$ cat config.mk
export PLATFORM = sky130hd
export DESIGN_NAME = ecc_scrub_ctrl
export DESIGN_NICKNAME = d
export VERILOG_FILES = /design/src/rtl/ecc_pkg.sv /design/src/rtl/hamming_dec.sv /design/src/rtl/hamming_enc.sv /design/src/rtl/ecc_scrub_ctrl.sv
export SDC_FILE = /design/constraint.sdc
export NUM_CORES = 1
export LEC_CHECK = 0
export ABC_AREA = 1
export CORE_MARGIN = 3
export CORE_UTILIZATION = 30
export CTS_BUF_LIST = sky130_fd_sc_hd__clkbuf_8 sky130_fd_sc_hd__clkbuf_16
export DETAILED_ROUTE_END_ITERATION = 8
export PLACE_DENSITY = 0.64
export SETUP_SLACK_MARGIN = 0.4
export SYNTH_ARGS = -nofsm -noshare
export SYNTH_HDL_FRONTEND = slang
export SYNTH_SLANG_ARGS = --single-unit
$ cat constraint.sdc
create_clock -name clk_i -period 1.8 [get_ports clk_i]
set_clock_uncertainty 0.15 [all_clocks]
set_input_delay 0.18 -clock clk_i [delete_from_list [all_inputs] [get_ports clk_i]]
set_output_delay 0.18 -clock clk_i [all_outputs]
set_load 0.1 [all_outputs]
$ cat src/rtl/ecc_pkg.sv
// Shared types and constant helpers for the ECC scrubber and its Hamming SECDED codec.
package ecc_pkg;

    typedef enum logic [2:0] {
        IDLE,
        RD_REQ,
        RD_WAIT,
        CHECK,
        WR_REQ,
        NEXT,
        DONE
    } scrub_state_e;

    // Smallest m with 2**m >= m + k + 1 (Hamming check bits for k data bits).
    function automatic int calc_m(input int k);
        int m;
        m = 1;
        for (int i = 30; i >= 1; i--) begin
            if ((1 << i) >= i + k + 1) m = i;
        end
        return m;
    endfunction

    // Codeword positions 1..cw-1 whose index has any bit of bitv set.
    function automatic logic [63:0] cover_mask(input int bitv, input int cw);
        logic [63:0] msk;
        msk = '0;
        for (int q = 1; q < 64; q++) begin
            if (q < cw && (q & bitv) != 0) msk[q] = 1'b1;
        end
        return msk;
    endfunction

endpackage

$ cat src/rtl/hamming_dec.sv
// SECDED decoder matching hamming_enc: corrects any single-bit error and
// flags double-bit errors (or syndromes pointing outside the codeword).
module hamming_dec
    import ecc_pkg::*;
#(
    parameter  int K  = 4,
    localparam int M  = calc_m(K),
    localparam int CW = M + K + 1
) (
    input  logic [CW-1:0] code_i,
    output logic [K-1:0]  data_o,
    output logic          sb_err_o,
    output logic          db_err_o
);

    logic [M-1:0]  syn;
    logic          par;
    logic [CW-1:0] flip;
    logic [CW-1:0] fixed;

    for (genvar i = 0; i < M; i++) begin : g_syn
        localparam logic [63:0] CMASK = cover_mask(1 << i, CW);
        assign syn[i] = ^(code_i & CMASK[CW-1:0]);
    end

    assign par = ^code_i;

    // Syndrome 0 with bad parity means the overall parity bit itself flipped.
    for (genvar p = 0; p < CW; p++) begin : g_flip
        assign flip[p] = par && (syn == M'(p));
    end

    assign fixed = code_i ^ flip;

    for (genvar p = 1; p < CW; p++) begin : g_gather
        if ((p & (p - 1)) != 0) begin : g_data
            assign data_o[p - 1 - $clog2(p + 1)] = fixed[p];
        end
    end

    assign sb_err_o = par && (int'(syn) < CW);
    assign db_err_o = (!par && (syn != '0)) || (par && (int'(syn) >= CW));

endmodule

$ cat src/rtl/hamming_enc.sv
// SECDED encoder: bit 0 is overall parity, bits 1..CW-1 are Hamming positions
// with check bits at powers of two and data filling the rest in ascending order.
module hamming_enc
    import ecc_pkg::*;
#(
    parameter  int K  = 4,
    localparam int M  = calc_m(K),
    localparam int CW = M + K + 1
) (
    input  logic [K-1:0]  data_i,
    output logic [CW-1:0] code_o
);

    logic [CW-1:0] dvec;

    assign dvec[0] = 1'b0;
    for (genvar p = 1; p < CW; p++) begin : g_scatter
        if ((p & (p - 1)) != 0) begin : g_data
            assign dvec[p] = data_i[p - 1 - $clog2(p + 1)];
        end else begin : g_chk
            assign dvec[p] = 1'b0;
        end
    end

    for (genvar p = 1; p < CW; p++) begin : g_code
        if ((p & (p - 1)) != 0) begin : g_data
            assign code_o[p] = dvec[p];
        end else begin : g_chk
            localparam logic [63:0] CMASK = cover_mask(p, CW);
            assign code_o[p] = ^(dvec & CMASK[CW-1:0]);
        end
    end

    assign code_o[0] = ^code_o[CW-1:1];

endmodule

$ cat src/rtl/ecc_scrub_ctrl.sv
// Memory scrubber: reads each word, corrects single-bit errors by write-back,
// counts/locates uncorrectable words. Define ECC_SCRUB_IRQ_EN for a sticky irq_o.
module ecc_scrub_ctrl
    import ecc_pkg::*;
#(
    parameter  int K     = 4,
    parameter  int DEPTH = 16,
    parameter  int CNT_W = 8,
    localparam int M     = calc_m(K),
    localparam int CW    = M + K + 1,
    localparam int AW    = $clog2(DEPTH)
) (
    input  logic             clk_i,
    input  logic             rst_ni,
    input  logic             start_i,
    input  logic             abort_i,
    output logic             busy_o,
    output logic             done_o,
    output logic             mem_req_o,
    output logic             mem_we_o,
    output logic [AW-1:0]    mem_addr_o,
    output logic [CW-1:0]    mem_wdata_o,
    input  logic             mem_gnt_i,
    input  logic             mem_rvalid_i,
    input  logic [CW-1:0]    mem_rdata_i,
    output logic [CNT_W-1:0] sb_cnt_o,
    output logic [CNT_W-1:0] db_cnt_o,
    output logic [AW-1:0]    db_addr_o,
    output logic             irq_o
);

    localparam logic [AW-1:0] LAST = AW'(DEPTH - 1);

    scrub_state_e     state_q, state_d;
    logic [AW-1:0]    addr_q, addr_d;
    logic [CW-1:0]    rdata_q, rdata_d;
    logic [CW-1:0]    wdata_q, wdata_d;
    logic [CNT_W-1:0] sb_cnt_q, sb_cnt_d;
    logic [CNT_W-1:0] db_cnt_q, db_cnt_d;
    logic [AW-1:0]    db_addr_q, db_addr_d;
    logic             abort_q, abort_d;

    logic [K-1:0]     dec_data;
    logic             dec_sb, dec_db;
    logic [CW-1:0]    enc_code;

    hamming_dec #(.K(K)) u_dec (
        .code_i   (rdata_q),
        .data_o   (dec_data),
        .sb_err_o (dec_sb),
        .db_err_o (dec_db)
    );

    hamming_enc #(.K(K)) u_enc (
        .data_i (dec_data),
        .code_o (enc_code)
    );

    always_comb begin
        state_d   = state_q;
        addr_d    = addr_q;
        rdata_d   = rdata_q;
        wdata_d   = wdata_q;
        sb_cnt_d  = sb_cnt_q;
        db_cnt_d  = db_cnt_q;
        db_addr_d = db_addr_q;
        abort_d   = abort_q;
        case (state_q)
            IDLE: begin
                if (start_i) begin
                    state_d   = RD_REQ;
                    addr_d    = '0;
                    sb_cnt_d  = '0;
                    db_cnt_d  = '0;
                    db_addr_d = '0;
                    abort_d   = 1'b0;
                end
            end
            RD_REQ: begin
                if (abort_i)        state_d = DONE;
                else if (mem_gnt_i) state_d = RD_WAIT;
            end
            RD_WAIT: begin
                // An abort here still lets the outstanding read land and be counted.
                if (abort_i) abort_d = 1'b1;
                if (mem_rvalid_i) begin
                    rdata_d = mem_rdata_i;
                    state_d = CHECK;
                end
            end
            CHECK: begin
                wdata_d = enc_code;
                if (dec_sb && sb_cnt_q != '1) sb_cnt_d = sb_cnt_q + 1'b1;
                if (dec_db) begin
                    if (db_cnt_q != '1) db_cnt_d = db_cnt_q + 1'b1;
                    if (db_cnt_q == '0) db_addr_d = addr_q;
                end
                if (abort_i || abort_q) state_d = DONE;
                else if (dec_sb)        state_d = WR_REQ;
                else                    state_d = NEXT;
            end
            WR_REQ: begin
                if (abort_i) abort_d = 1'b1;
                if (mem_gnt_i) state_d = (abort_i || abort_q) ? DONE : NEXT;
            end
            NEXT: begin
                if (abort_i || abort_q || addr_q == LAST) begin
                    state_d = DONE;
                end else begin
                    addr_d  = addr_q + 1'b1;
                    state_d = RD_REQ;
                end
            end
            DONE: begin
                abort_d = 1'b0;
                state_d = IDLE;
            end
            default: state_d = IDLE;
        endcase
    end

    always_ff @(posedge clk_i or negedge rst_ni) begin
        if (!rst_ni) begin
            state_q   <= IDLE;
            addr_q    <= '0;
            rdata_q   <= '0;
            wdata_q   <= '0;
            sb_cnt_q  <= '0;
            db_cnt_q  <= '0;
            db_addr_q <= '0;
            abort_q   <= 1'b0;
        end else begin
            state_q   <= state_d;
            addr_q    <= addr_d;
            rdata_q   <= rdata_d;
            wdata_q   <= wdata_d;
            sb_cnt_q  <= sb_cnt_d;
            db_cnt_q  <= db_cnt_d;
            db_addr_q <= db_addr_d;
            abort_q   <= abort_d;
        end
    end

`ifdef ECC_SCRUB_IRQ_EN
    logic irq_q, irq_d;

    always_comb begin
        irq_d = irq_q;
        if (state_q == IDLE && start_i)      irq_d = 1'b0;
        else if (state_q == CHECK && dec_db) irq_d = 1'b1;
    end

    always_ff @(posedge clk_i or negedge rst_ni) begin
        if (!rst_ni) irq_q <= 1'b0;
        else         irq_q <= irq_d;
    end

    assign irq_o = irq_q;
`else
    assign irq_o = 1'b0;
`endif

    assign busy_o      = (state_q != IDLE) && (state_q != DONE);
    assign done_o      = (state_q == DONE);
    assign mem_req_o   = (state_q == RD_REQ) || (state_q == WR_REQ);
    assign mem_we_o    = (state_q == WR_REQ);
    assign mem_addr_o  = addr_q;
    assign mem_wdata_o = wdata_q;
    assign sb_cnt_o    = sb_cnt_q;
    assign db_cnt_o    = db_cnt_q;
    assign db_addr_o   = db_addr_q;

endmodule

# Yosys cells after proc, flatten, opt, wreduce, memory -nomap -nowiden
# Index checks and enable logic that the tools add are counted.
word_totals:
  regBits: 44
  latchBits: 0
  mem_bits_rw: 0
  rom_bits: 0
  input_bits: 14
  out_inout_bits: 37
  elab_cells: 103
  mem_count: 0
op_classes:
  addsub: 3
  n_mul: 0
  n_div: 0
  order_cmp: 0
  eq_ne: 27
  shift: 0
  muxes: 25
  bitwise: 1
  n_reduce_logical: 39
ops:
  columns: ["op", "count"]
  rows:
  - ["8-bit parity", 7]
  - ["8-bit two-way mux", 4]
  - ["8-bit one-hot mux with 2 select lines", 2]
  - ["3-bit equality test, second input constant", 7]
  - ["3-bit two-way mux", 6]
  - ["3-bit one-hot mux with 6 select lines", 1]
  - ["8-bit by 1-bit adder with 8-bit output, second input constant", 2]
  - ["4-bit two-way mux", 4]
  - ["8-bit inequality test, second input constant", 2]
  - ["4-bit one-hot mux with 2 select lines", 2]
  - ["2-bit inequality test, second input constant", 7]
  - ["3-bit by 2-bit equality test with 1-bit output, second input constant", 4]
  - ["4-bit AND reduction", 3]
  - ["1-bit logical AND", 11]
  - ["3-bit AND reduction", 3]
  - ["3-bit nonzero test", 3]
  - ["8-bit logical NOT", 1]
  - ["8-bit bitwise XOR", 1]
  - ["7-bit parity", 1]
  - ["3-bit by 1-bit equality test with 1-bit output, second input constant", 2]
  - ["3-bit logical NOT", 2]
  - ["3-bit inequality test, second input constant", 2]
  - ["4-bit by 1-bit adder with 4-bit output, second input constant", 1]
  - ["4-bit equality test, second input constant", 1]
  - ["9 further kinds", 16]

# Depth between registers and ports, before layout
# Gate-level depths: netlist (run 1).
logic_depth:
  depth_word: 6
  ltp_mapped: 16
  depth_no_buf: 15

# Modules after synthesis
# A second synthesis (run 1) with hierarchy kept.
unflattened:
  cells_unflattened: 458
  hier_area_um2: 2934.1
by_module_without_submodules:
  columns: ["mod", "instances", "cells_each", "area_each_um2", "seq_area_each_um2"]
  rows:
  - ["ecc_scrub_ctrl", 1, 336, 2404.8, 1101.1]
  - ["hamming_dec", 1, 92, 394.1, 0.0]
  - ["hamming_enc", 1, 30, 135.1, 0.0]

# Worst setup path before layout (run 1)
# Ideal clock, no wire load.
synth_timing:
  path_type: "register to output"
  from: "reg state_q[0]"
  to: "out busy_o"
  arrival_ns: 3.856
  required_ns: 1.470
  path_slack_ns: -2.386
  stages_incl_launch_ff: 3
  n_path_buf: 0
  path_cell_list: "dfrtp_1 -> nor3_1 -> nor2_1"
synth_between:
  elab_chain_len: 2
synth_lines:
  columns: ["element", "line_no", "rtl"]
  rows:
  - ["start, declared", "ecc_scrub_ctrl.sv:34", "scrub_state_e state_q, state_d;"]
  - ["start signal, assigned", "ecc_scrub_ctrl.sv:133", "state_q <= state_d;"]
  - ["3-bit inequality test or 3-bit nonzero test (tied branches)", "ecc_scrub_ctrl.sv:163", "assign busy_o = (state_q != IDLE) && (state_q != DONE);"]
  - ["1-bit logical AND *", "ecc_scrub_ctrl.sv:163", null]
  - ["end, declared", "ecc_scrub_ctrl.sv:17", "output logic busy_o,"]
# Mark *: on every way between the ends. The rest lies on a longest branch, timed or not.

# Worst setup path after layout (run 1)
layout_timing:
  from: "reg rdata_q[6]"
  to: "reg db_cnt_q[3] (netlist: db_cnt_o[3])"
layout_between:
  elab_chain_len: 5
layout_lines:
  columns: ["element", "line_no", "rtl"]
  rows:
  - ["start, declared", "ecc_scrub_ctrl.sv:36", "logic [CW-1:0] rdata_q, rdata_d;"]
  - ["start signal, assigned", "ecc_scrub_ctrl.sv:135", "rdata_q <= rdata_d;"]
  - ["8-bit parity (on tied branches)", "hamming_dec.sv:23, hamming_dec.sv:26", null]
  - ["3-bit nonzero test or 1-bit logical NOT (tied branches)", "hamming_dec.sv:42", "assign db_err_o = (!par && (syn != '0)) || (par && (int'(syn) >= CW));"]
  - ["1-bit logical AND *", "hamming_dec.sv:42", null]
  - ["2-bit inequality test (no line) *", null, null]
  - ["4-bit AND reduction (no line) *", null, null]
  - ["end signal, assigned", "ecc_scrub_ctrl.sv:138", "db_cnt_q <= db_cnt_d;"]
  - ["end, declared", "ecc_scrub_ctrl.sv:39", "logic [CNT_W-1:0] db_cnt_q, db_cnt_d;"]
# Marks and branches as above.
# A chain may end at the register's enable or synchronous reset.

==> impl_metrics.py, run 1 <==
metrics = {
    "clock_network": {
        "cts_buffers": 5,
        "cts_tree": "yes",
        "root_buffer": "clkbuf_8",
        "clkLatencyLatePin_ns": 0.31,
        "ctsLongestPathBuffers": 2,
        "cts.htree.levels": 2,
        "clock_sinks": 44,
        "clk_pin_slew_ns": 0.09,
    },
    "min_path": {
        "hold_class": "primary input to asynchronous set/reset pin",
    },
    "worst_setup_path": {
        "r2r_slack_ns": -0.14,
        "cp_top_family": "simple AND/OR/NAND/NOR gates",
        "worstPathCellList": "buf_6, nand2_2, nand2_4, nand2_4, nand2_4, nand2_4, nand3_4, o21ai_4, o21a_4, buf_12, nand2_1, o21ai_2",
        "crit_top_cell": "nand2_4",
        "cp.required_ns": 1.88,
        "cp_max_fo": 6,
        "crit_path_start_kind": "register",
        "arrival_ns": 2.02,
        "critPathBufInv": 2,
        "cp_slowest_cell": "dfrtp_1",
        "end_kind": "register",
        "crit_type": "register to register",
        "slowest_delay_ns": 0.42,
    },
    "flow_run": {
        "max-cap-violations": 0,
    },
    "routing": {
        "num_vias": 2889,
        "wire_per_inst_um": 13.8,
        "post-route-drc-count": 0,
        "ant_nets": 0,
        "drtIter0Drc": 99,
        "wl_um": 8400,
        "vias_per_cell": 4.76,
        "first_pass_iters": 4,
    },
    "yosys": {
        "synth_cell_types": 33,
        "yosys_warnings": 0,
        "syn_inst": 379,
        "synth-seq-area-share": 0.404,
        "netlist_area_um2": 2730,
        "synth_area_per_cell_um2": 7.19,
        "synth_fp_nets": 397,
        "ys_ff_latch": 44,
    },
    "global_route": {
        "track_usage": 0.163,
        "grt_max_degree": 25,
        "grt_pass1_vias": 2894,
        "grt_pass1_wl_um": 13600,
        "antenna_found_initial": 0,
        "overflow": 0,
    },
    "sta": {
        "timing.final.crit_share": 1.08,
        "period_minus_slack_ns": 1.94,
        "finalHoldViolCount": 0,
        "rsz0062_at_grt": "yes",
        "setup_ws_ns": -0.138,
        "hold_slack_ns": 0.221,
        "max_freq_mhz": 516,
        "maxSlewViolCount": 0,
        "fin_setup_tns_ns": -2.06,
        "worst-slew-pin-transition_ns": 0.562,
        "finalSetupViolCount": 26,
        "max_slew_margin": 0.624,
    },
    "finish": {
        "drive_gt1_frac": 0.595,
        "num_antenna_cells": 0,
        "fillerInstances": 738,
        "final_util": 0.587,
        "synthToLayoutAreaGrowth_pct": 88.6,
        "fin_nets": 516,
    },
    "place": {
        "portBuffers": 49,
        "place_congestion": 0.866,
        "dpl.hpwl_um": 5480,
    },
    "floorplan": {
        "start_util": 0.311,
        "die_x_um": 101,
        "core.rowCount": 34,
        "pin_count": 51,
        "die_area_um2": 10300,
        "die_y_um": 101,
        "core_region_area_um2": 8760,
    },
    "power": {
        "cellLeakagePower_nw": 2.25,
        "max-vdd-ir-drop_mv": 1.59,
        "power_density_nw_per_um2": 2050,
    },
    "status": {
        "violations": "negative setup slack",
        "outcome": "finished with violations",
    },
}
-- final cells by class --
type / instances / area, µm² / share of cell area
inverters: 46 / 191 / 0.0372
repair buffers: 117 / 1480 / 0.287
well taps: 108 / 135 / 0.0263
clock inverters: 3 / 42.5 / 0.00827
clock buffers: 5 / 68.8 / 0.0134
flip-flops and latches: 44 / 1170 / 0.227
multi-input cells: 284 / 2060 / 0.401
-- state kept, by name (all words and copies together), names as in the netlist --
signal and count:
sb_cnt_o 8, abort_q 1, db_addr_o 4, mem_wdata_o 8, mem_addr_o 4, state_q 3, rdata_q 8, db_cnt_o 8
-- cells in the final DEF (no fill, tap or decap), drive strengths merged --
master         count
nor2              45
xnor2              1
buf              104
nor3               8
nand3             20
xor2               7
ha                 4
o21ai             31
bufinv             1
nor3b              1
o221ai             1
clkinv             1
nand2            133
or2                1
nand4              5
clkinvlp           2
inv               45
nor4               1
o21a               4
o22ai              1
clkbuf             5
clkdlybuf4s50     12
dfrtp             44
dlygate4sd3        1
o31ai              1
a21oi             19
conb               1
-- stage by stage --
step | cell area (µm²) | instances | setup WS (ns) | total power [mW]
3_3_place_gp | 4200 | 569 | -0.0988 | 7.67
4_1_cts | 4830 | 599 | -0.0893 | 9.74
5_1_grt | 5140 | 607 | -0.245 | 11.2
2_1_floorplan | 2960 | 379 | -0.408 | 5.68
3_5_place_dp | 4200 | 569 | -0.143 | 7.77
6_report | 5140 | 607 | -0.138 | 10.6
-- cells by family (layout without fill, tap and decap cells) --
logic type | count (synthesis) | in the layout | share of synthesized area
other | 1 | 1 | 0.00138
DFF | 44 | 44 | 0.404
AOI/OAI and AO/OA | 56 | 57 | 0.123
adders and majority gates | 4 | 4 | 0.0184
and+or+nand+nor | 213 | 214 | 0.345
xor gates and xnor gates | 8 | 8 | 0.0257
buffers and inverters | 53 | 171 | 0.0821
-- layer usage --
metal | global-route usage | vias up | routed length [µm]
li1 | - | 1445 | -
met1 | 0.207 | 1377 | 3610
met2 | 0.281 | 52 | 4400
met3 | 0.0269 | 15 | 230
met4 | 0.0532 | 0 | 167
met5 | 0 | - | 0
-- worst reg2reg max path, delay by kind of cell (launching register included) --
| kind | cells | cell delay [ns] |
|---|---|---|
| AND/OR/NAND/NOR | 7 | 0.59 |
| AO/OA/AOI/OAI | 3 | 0.45 |
| buffers and inverters | 2 | 0.26 |
| flip-flops | 1 | 0.42 |
-- timing repair --
action,CTS,global route
pin swaps,31,29
hold buffers,1,0
buffers inserted,19,8
endpoints found under the setup margin,47,51
resized for setup,94,63
cloned,2,0
endpoints found under the hold margin,20,0
-- power breakdown --
| part | internal, mW | total, mW | switching (mW) |
|---|---|---|---|
| Clock | 0.411 | 0.786 | 0.375 |
| Combinational | 3.27 | 8.05 | 4.78 |
| Sequential | 1.33 | 1.73 | 0.403 |
| Total | 5.01 | 10.6 | 5.56 |
-- worst paths after layout --
| kind | startpoint | to | cells after the start |
|---|---|---|---|
| max in group asynchronous | rst_ni | sb_cnt_o[1] | 3 |
| hold reg to reg | mem_wdata_o[1] | mem_wdata_o[1] | 2 |
| setup / recovery | rdata_q[6] | db_cnt_o[3] | 12 |
| setup reg to reg | rdata_q[6] | db_cnt_o[3] | 12 |
| min in group clk_i | mem_rdata_i[7] | rdata_q[7] | 3 |
| hold / removal | rst_ni | rdata_q[1] | 2 |
-- synth_stat cells (all sizes together) --
library cell	n	share of area
nand2	132	0.20
inv	46	0.063
nor2	45	0.067
dfrtp	44	0.40
o21ai	31	0.069
nand3	20	0.041
a21oi	19	0.035
nor3	8	0.015
xor2	7	0.022
nand4	5	0.011
buf	4	0.015
ha	4	0.018
clkbuf	3	0.0041
o21a	3	0.011
conb	1	0.0014
nor3b	1	0.0028
nor4	1	0.0023
o221ai	1	0.0032
o22ai	1	0.0023
o31ai	1	0.0028
or2	1	0.0023
xnor2	1	0.0032
Power figures use the tool's default switching activity.
==> run 2, diff against run 1 <==
--- a/config.mk
+++ b/config.mk
@@ -6,11 +6,14 @@
 export NUM_CORES = 1
 export LEC_CHECK = 0
 export ABC_AREA = 1
+export CELL_PAD_IN_SITES_DETAIL_PLACEMENT = 2
+export CELL_PAD_IN_SITES_GLOBAL_PLACEMENT = 2
 export CORE_MARGIN = 3
-export CORE_UTILIZATION = 30
+export CORE_UTILIZATION = 26
 export CTS_BUF_LIST = sky130_fd_sc_hd__clkbuf_8 sky130_fd_sc_hd__clkbuf_16
 export DETAILED_ROUTE_END_ITERATION = 8
-export PLACE_DENSITY = 0.64
+export GPL_TIMING_DRIVEN = 0
+export PLACE_DENSITY = 0.86
 export SETUP_SLACK_MARGIN = 0.4
 export SYNTH_ARGS = -nofsm -noshare
 export SYNTH_HDL_FRONTEND = slang
==> run 2 against run 1 <==
  * The run still ends with negative setup slack left
  * Routed wire length rose by 91%
  * Critical path depth up 1
  * Sequential share of layout area shrank 0.26 points
  * Die area rose by 14%
  * Flip-flop and latch count unchanged
  * Clock-buffer cell count grew 1
  * Cell area grew 1.3%
  * Non-clock buffer count did not move
  * Cell count up 3.8%
  * Critical path type unchanged
  * Critical endpoint is now db_addr_o[2]
==> impl_metrics.py, run 2 (same netlist as run 1, synthesis figures left out) <==
metrics = {
    "status": {
        "outcome": "finished with violations",
        "violations": "negative setup slack",
    },
    "routing": {
        "drtIter0Drc": 93,
        "ant_nets": 0,
        "first_pass_iters": 4,
        "num_vias": 3162,
        "vias_per_cell": 5.02,
        "post-route-drc-count": 0,
        "wl_um": 16000,
        "wire_per_inst_um": 25.4,
    },
    "sta": {
        "setup_ws_ns": -0.379,
        "fin_setup_tns_ns": -10.25,
        "max_freq_mhz": 459,
        "maxSlewViolCount": 0,
        "finalSetupViolCount": 38,
        "finalHoldViolCount": 0,
        "worst-slew-pin-transition_ns": 0.532,
        "period_minus_slack_ns": 2.18,
        "timing.final.crit_share": 1.21,
        "rsz0062_at_grt": "yes",
        "max_slew_margin": 0.642,
    },
    "floorplan": {
        "start_util": 0.273,
        "pin_count": 51,
        "die_x_um": 108,
        "die_y_um": 108,
        "core_region_area_um2": 10000,
        "die_area_um2": 11800,
        "core.rowCount": 36,
    },
    "global_route": {
        "antenna_found_initial": 0,
        "grt_max_degree": 32,
        "grt_pass1_wl_um": 20200,
        "grt_pass1_vias": 3544,
        "track_usage": 0.224,
        "overflow": 0,
    },
    "clock_network": {
        "clk_pin_slew_ns": 0.10,
        "ctsLongestPathBuffers": 2,
        "clock_sinks": 44,
        "cts_buffers": 5,
        "cts.htree.levels": 2,
        "cts_tree": "yes",
        "root_buffer": "clkbuf_8",
        "clkLatencyLatePin_ns": 0.33,
    },
    "finish": {
        "drive_gt1_frac": 0.704,
        "num_antenna_cells": 0,
        "fin_nets": 514,
        "synthToLayoutAreaGrowth_pct": 91.1,
        "fillerInstances": 1044,
        "mostFrequentLayoutCell": "nand2_2",
        "seq_area_um2": 1170,
        "layout.cells.most_common_list": "nand2_2, buf_4, nand2_1",
        "multiInputGateArea_um2": 2330,
    },
    "worst_setup_path": {
        "cp_slowest_cell": "dfrtp_1",
        "cp.required_ns": 1.90,
        "worstPathCellList": "buf_6, inv_8, nand2_1, nand2_2, nand2_2, nand2_4, buf_4, nor3_4, o21ai_4, buf_4, o21ai_4, nand2_1, o21ai_1",
        "slowest_delay_ns": 0.38,
        "cp_max_fo": 6,
        "arrival_ns": 2.28,
        "crit_path_start_kind": "register",
        "crit_type": "register to register",
        "end_kind": "register",
    },
    "place": {
        "place_congestion": 0.804,
        "dp_slack_ns": -0.706,
        "dpl.hpwl_um": 6850,
        "portBuffers": 49,
    },
    "flow_run": {
        "max-cap-violations": 0,
    },
    "min_path": {
        "hold_class": "primary input to asynchronous set/reset pin",
    },
}
-- run 2: changes by cell type in the layout (fill, tap and decap cells not counted), moves of 5 or more --
cell,change
buf_6,+16
nand2_4,+11
a21oi_2,+5
nand2_2,+16
nand2_1,-29
buf_4,+7
buf_12,-28
o21ai_1,-6
a21oi_1,-6
inv_1,-6
o21ai_2,+5
-- run 2: path summary, 6_finish.rpt --
kind / start / endpoint / slack, ns / cells after the start
max in group asynchronous: rst_ni / rdata_q[1] / 0.83 / 3
min reg2reg: mem_wdata_o[1] / mem_wdata_o[1] / 0.34 / 2
max reg2reg: rdata_q[3] / db_addr_o[2] / -0.38 / 13
max: rdata_q[3] / db_addr_o[2] / -0.38 / 13
min: rst_ni / db_cnt_o[2] / 0.16 / 2
min in group clk_i: mem_rdata_i[1] / rdata_q[1] / 0.32 / 3
-- run 2: final cells by class --
type                    count  share of cell area
multi-input cells         282               0.448
flip-flops and latches     44               0.224
repair buffers            110               0.218
inverters                  46              0.0430
well taps                 133              0.0319
plain buffers               7              0.0171
clock buffers               6              0.0159
clock inverters             2             0.00288
-- run 2: metal layers --
| layer | wire length, µm | vias up | GRT usage |
|---|---|---|---|
| li1 | - | 1434 | - |
| met1 | 6070 | 1626 | 0.261 |
| met2 | 9040 | 71 | 0.426 |
| met3 | 456 | 31 | 0.0316 |
| met4 | 450 | 0 | 0.0595 |
| met5 | 0 | - | 0 |
-- run 2: timing repair --
item	CTS	global route
setup buffers	39	19
pin swaps	44	56
hold endpoints to repair	44	0
setup endpoints to repair	80	65
gates cloned	0	1
gates resized for setup	379	123
hold buffers	1	0
-- run 2: critical path, delay by kind of cell (launching register included) --
kind / cells / cell delay [ns]
buffers and inverters: 4 / 0.53
AND/OR/NAND/NOR: 6 / 0.69
flip-flops: 1 / 0.38
AO/OA/AOI/OAI: 3 / 0.32
-- run 2: metrics by stage --
stage | std cells | hold WS, ns | util | instance area (µm²)
after floorplan | 379 | -0.266 | - | 2960
after global placement | 561 | 0.315 | 0.362 | 3620
after detailed placement | 562 | -0.0391 | 0.363 | 3630
after CTS | 610 | 0.172 | 0.453 | 4530
after global routing | 630 | 0.177 | 0.521 | 5210
final | 630 | 0.157 | 0.521 | 5210
Power of run 2 is not shown: default switching activity piles up to over one toggle a cycle in this logic, so the estimate is an artifact.
==> run 3, diff against run 2 <==
--- a/config.mk
+++ b/config.mk
@@ -14,6 +14,7 @@
 export DETAILED_ROUTE_END_ITERATION = 8
 export GPL_TIMING_DRIVEN = 0
 export PLACE_DENSITY = 0.86
+export RECOVER_POWER = 50
 export SETUP_SLACK_MARGIN = 0.4
 export SYNTH_ARGS = -nofsm -noshare
 export SYNTH_HDL_FRONTEND = slang
==> run 3 against run 2 <==
  * The flow still finishes with violations (negative setup slack)
  * Clock-buffer cell count unchanged
  * Sequential share of layout area up 0.059 points
  * Via count about the same
==> impl_metrics.py, run 3 (same netlist as run 1, synthesis figures left out) <==
metrics = {
    "routing": {
        "ant_nets": 0,
        "post-route-drc-count": 0,
        "wire_per_inst_um": 25.4,
        "first_pass_iters": 4,
        "wl_um": 16000,
        "num_vias": 3163,
        "vias_per_cell": 5.02,
        "drtIter0Drc": 93,
    },
    "place": {
        "portBuffers": 49,
        "dp.cells": 562,
        "dpl.hpwl_um": 6850,
        "place_congestion": 0.804,
    },
    "clock_network": {
        "clk_pin_slew_ns": 0.10,
        "cts_tree": "yes",
        "cts_buffers": 5,
        "root_buffer": "clkbuf_8",
        "cts.htree.levels": 2,
        "ctsLongestPathBuffers": 2,
        "clkLatencyLatePin_ns": 0.33,
        "clock_sinks": 44,
    },
    "floorplan": {
        "core.rowCount": 36,
        "pin_count": 51,
        "die_y_um": 108,
        "start_util": 0.273,
        "core_region_area_um2": 10000,
        "die_area_um2": 11800,
        "die_x_um": 108,
    },
    "worst_setup_path": {
        "crit_path_start_kind": "register",
        "cp_slowest_cell": "dfrtp_1",
        "critPathBufInv": 4,
        "crit_type": "register to register",
        "end_kind": "register",
        "arrival_ns": 2.28,
        "cp_top_family": "simple AND/OR/NAND/NOR gates",
        "worstPathCellList": "buf_6, inv_8, nand2_1, nand2_2, nand2_2, nand2_4, buf_4, nor3_4, o21ai_4, buf_4, o21ai_4, nand2_1, o21ai_1",
        "slowest_delay_ns": 0.38,
        "cp_max_fo": 6,
        "cp.required_ns": 1.90,
    },
    "status": {
        "outcome": "finished with violations",
        "violations": "negative setup slack",
    },
    "finish": {
        "fillerInstances": 1047,
        "drive_gt1_frac": 0.702,
        "num_antenna_cells": 0,
        "multiInputGateArea_um2": 2330,
        "synthToLayoutAreaGrowth_pct": 90.5,
        "mostFrequentLayoutCell": "nand2_2",
        "layout.cells.most_common_list": "nand2_2, buf_4, nand2_1",
        "seq_area_um2": 1170,
        "fin_nets": 514,
        "instances_no_fill": 630,
    },
    "sta": {
        "maxSlewViolCount": 0,
        "setup_ws_ns": -0.379,
        "finalHoldViolCount": 0,
        "finalSetupViolCount": 38,
        "max_slew_margin": 0.467,
        "max_freq_mhz": 459,
        "period_minus_slack_ns": 2.18,
        "worst-slew-pin-transition_ns": 0.799,
        "hold_slack_ns": 0.310,
        "timing.final.crit_share": 1.21,
        "fin_setup_tns_ns": -10.25,
        "rsz0062_at_grt": "yes",
    },
    "global_route": {
        "grt_pass1_vias": 3544,
        "overflow": 0,
        "grt_max_degree": 32,
        "grt_pass1_wl_um": 20200,
        "antenna_found_initial": 0,
        "track_usage": 0.224,
    },
    "min_path": {
        "hold_class": "primary input to asynchronous set/reset pin",
    },
    "flow_run": {
        "max-cap-violations": 0,
    },
}
==> run 3: cell count changes in the layout (fill, tap and decap cells not counted), sizes merged <==
cell and change:
buf -2, clkbuf +2
==> run 3: repair_timing <==
item	CTS	global route
setup buffers	39	19
hold buffers	1	0
resized for setup	379	123
hold endpoints to repair	44	0
gates cloned	0	1
pin swaps	44	56
setup endpoints to repair	80	65
==> run 3: routing by layer <==
layer | up-vias | share of wire | global-route usage
met5 | - | 0 | 0
met4 | 0 | 0.028 | 0.0595
met3 | 31 | 0.028 | 0.0316
met2 | 71 | 0.56 | 0.426
met1 | 1627 | 0.38 | 0.261
li1 | 1434 | - | -
==> run 3: final timing paths <==
check	from	slack, ns	endpoint	cells after the start
setup / recovery	rdata_q[3]	-0.38	db_addr_o[2]	13
hold / removal	rst_ni	0.31	db_cnt_o[2]	2
setup reg to reg	rdata_q[3]	-0.38	db_addr_o[2]	13
hold reg to reg	mem_wdata_o[1]	0.34	mem_wdata_o[1]	2
max in group asynchronous	rst_ni	0.11	sb_cnt_o[3]	3
min in group clk_i	mem_rdata_i[1]	0.32	rdata_q[1]	3
==> run 3: layout make-up <==
cell class | count | area share
Buffer | 7 | 0.0171
Clock buffer | 6 | 0.0159
Clock inverter | 2 | 0.00289
Inverter | 46 | 0.0431
Multi-Input combinational cell | 282 | 0.449
Sequential cell | 44 | 0.225
Tap cell | 133 | 0.0320
Timing Repair Buffer | 110 | 0.216
==> run 3: metrics by stage <==
| step | setup slack [ns] | utilization | cell area [µm²] |
|---|---|---|---|
| floorplan | -0.408 | - | 2960 |
| global placement | -1.22 | 0.362 | 3620 |
| detailed placement | -0.706 | 0.363 | 3630 |
| CTS | -0.142 | 0.453 | 4530 |
| global route | -0.474 | 0.520 | 5190 |
| finish | -0.379 | 0.520 | 5190 |
Power of run 3 is left out for the same reason.
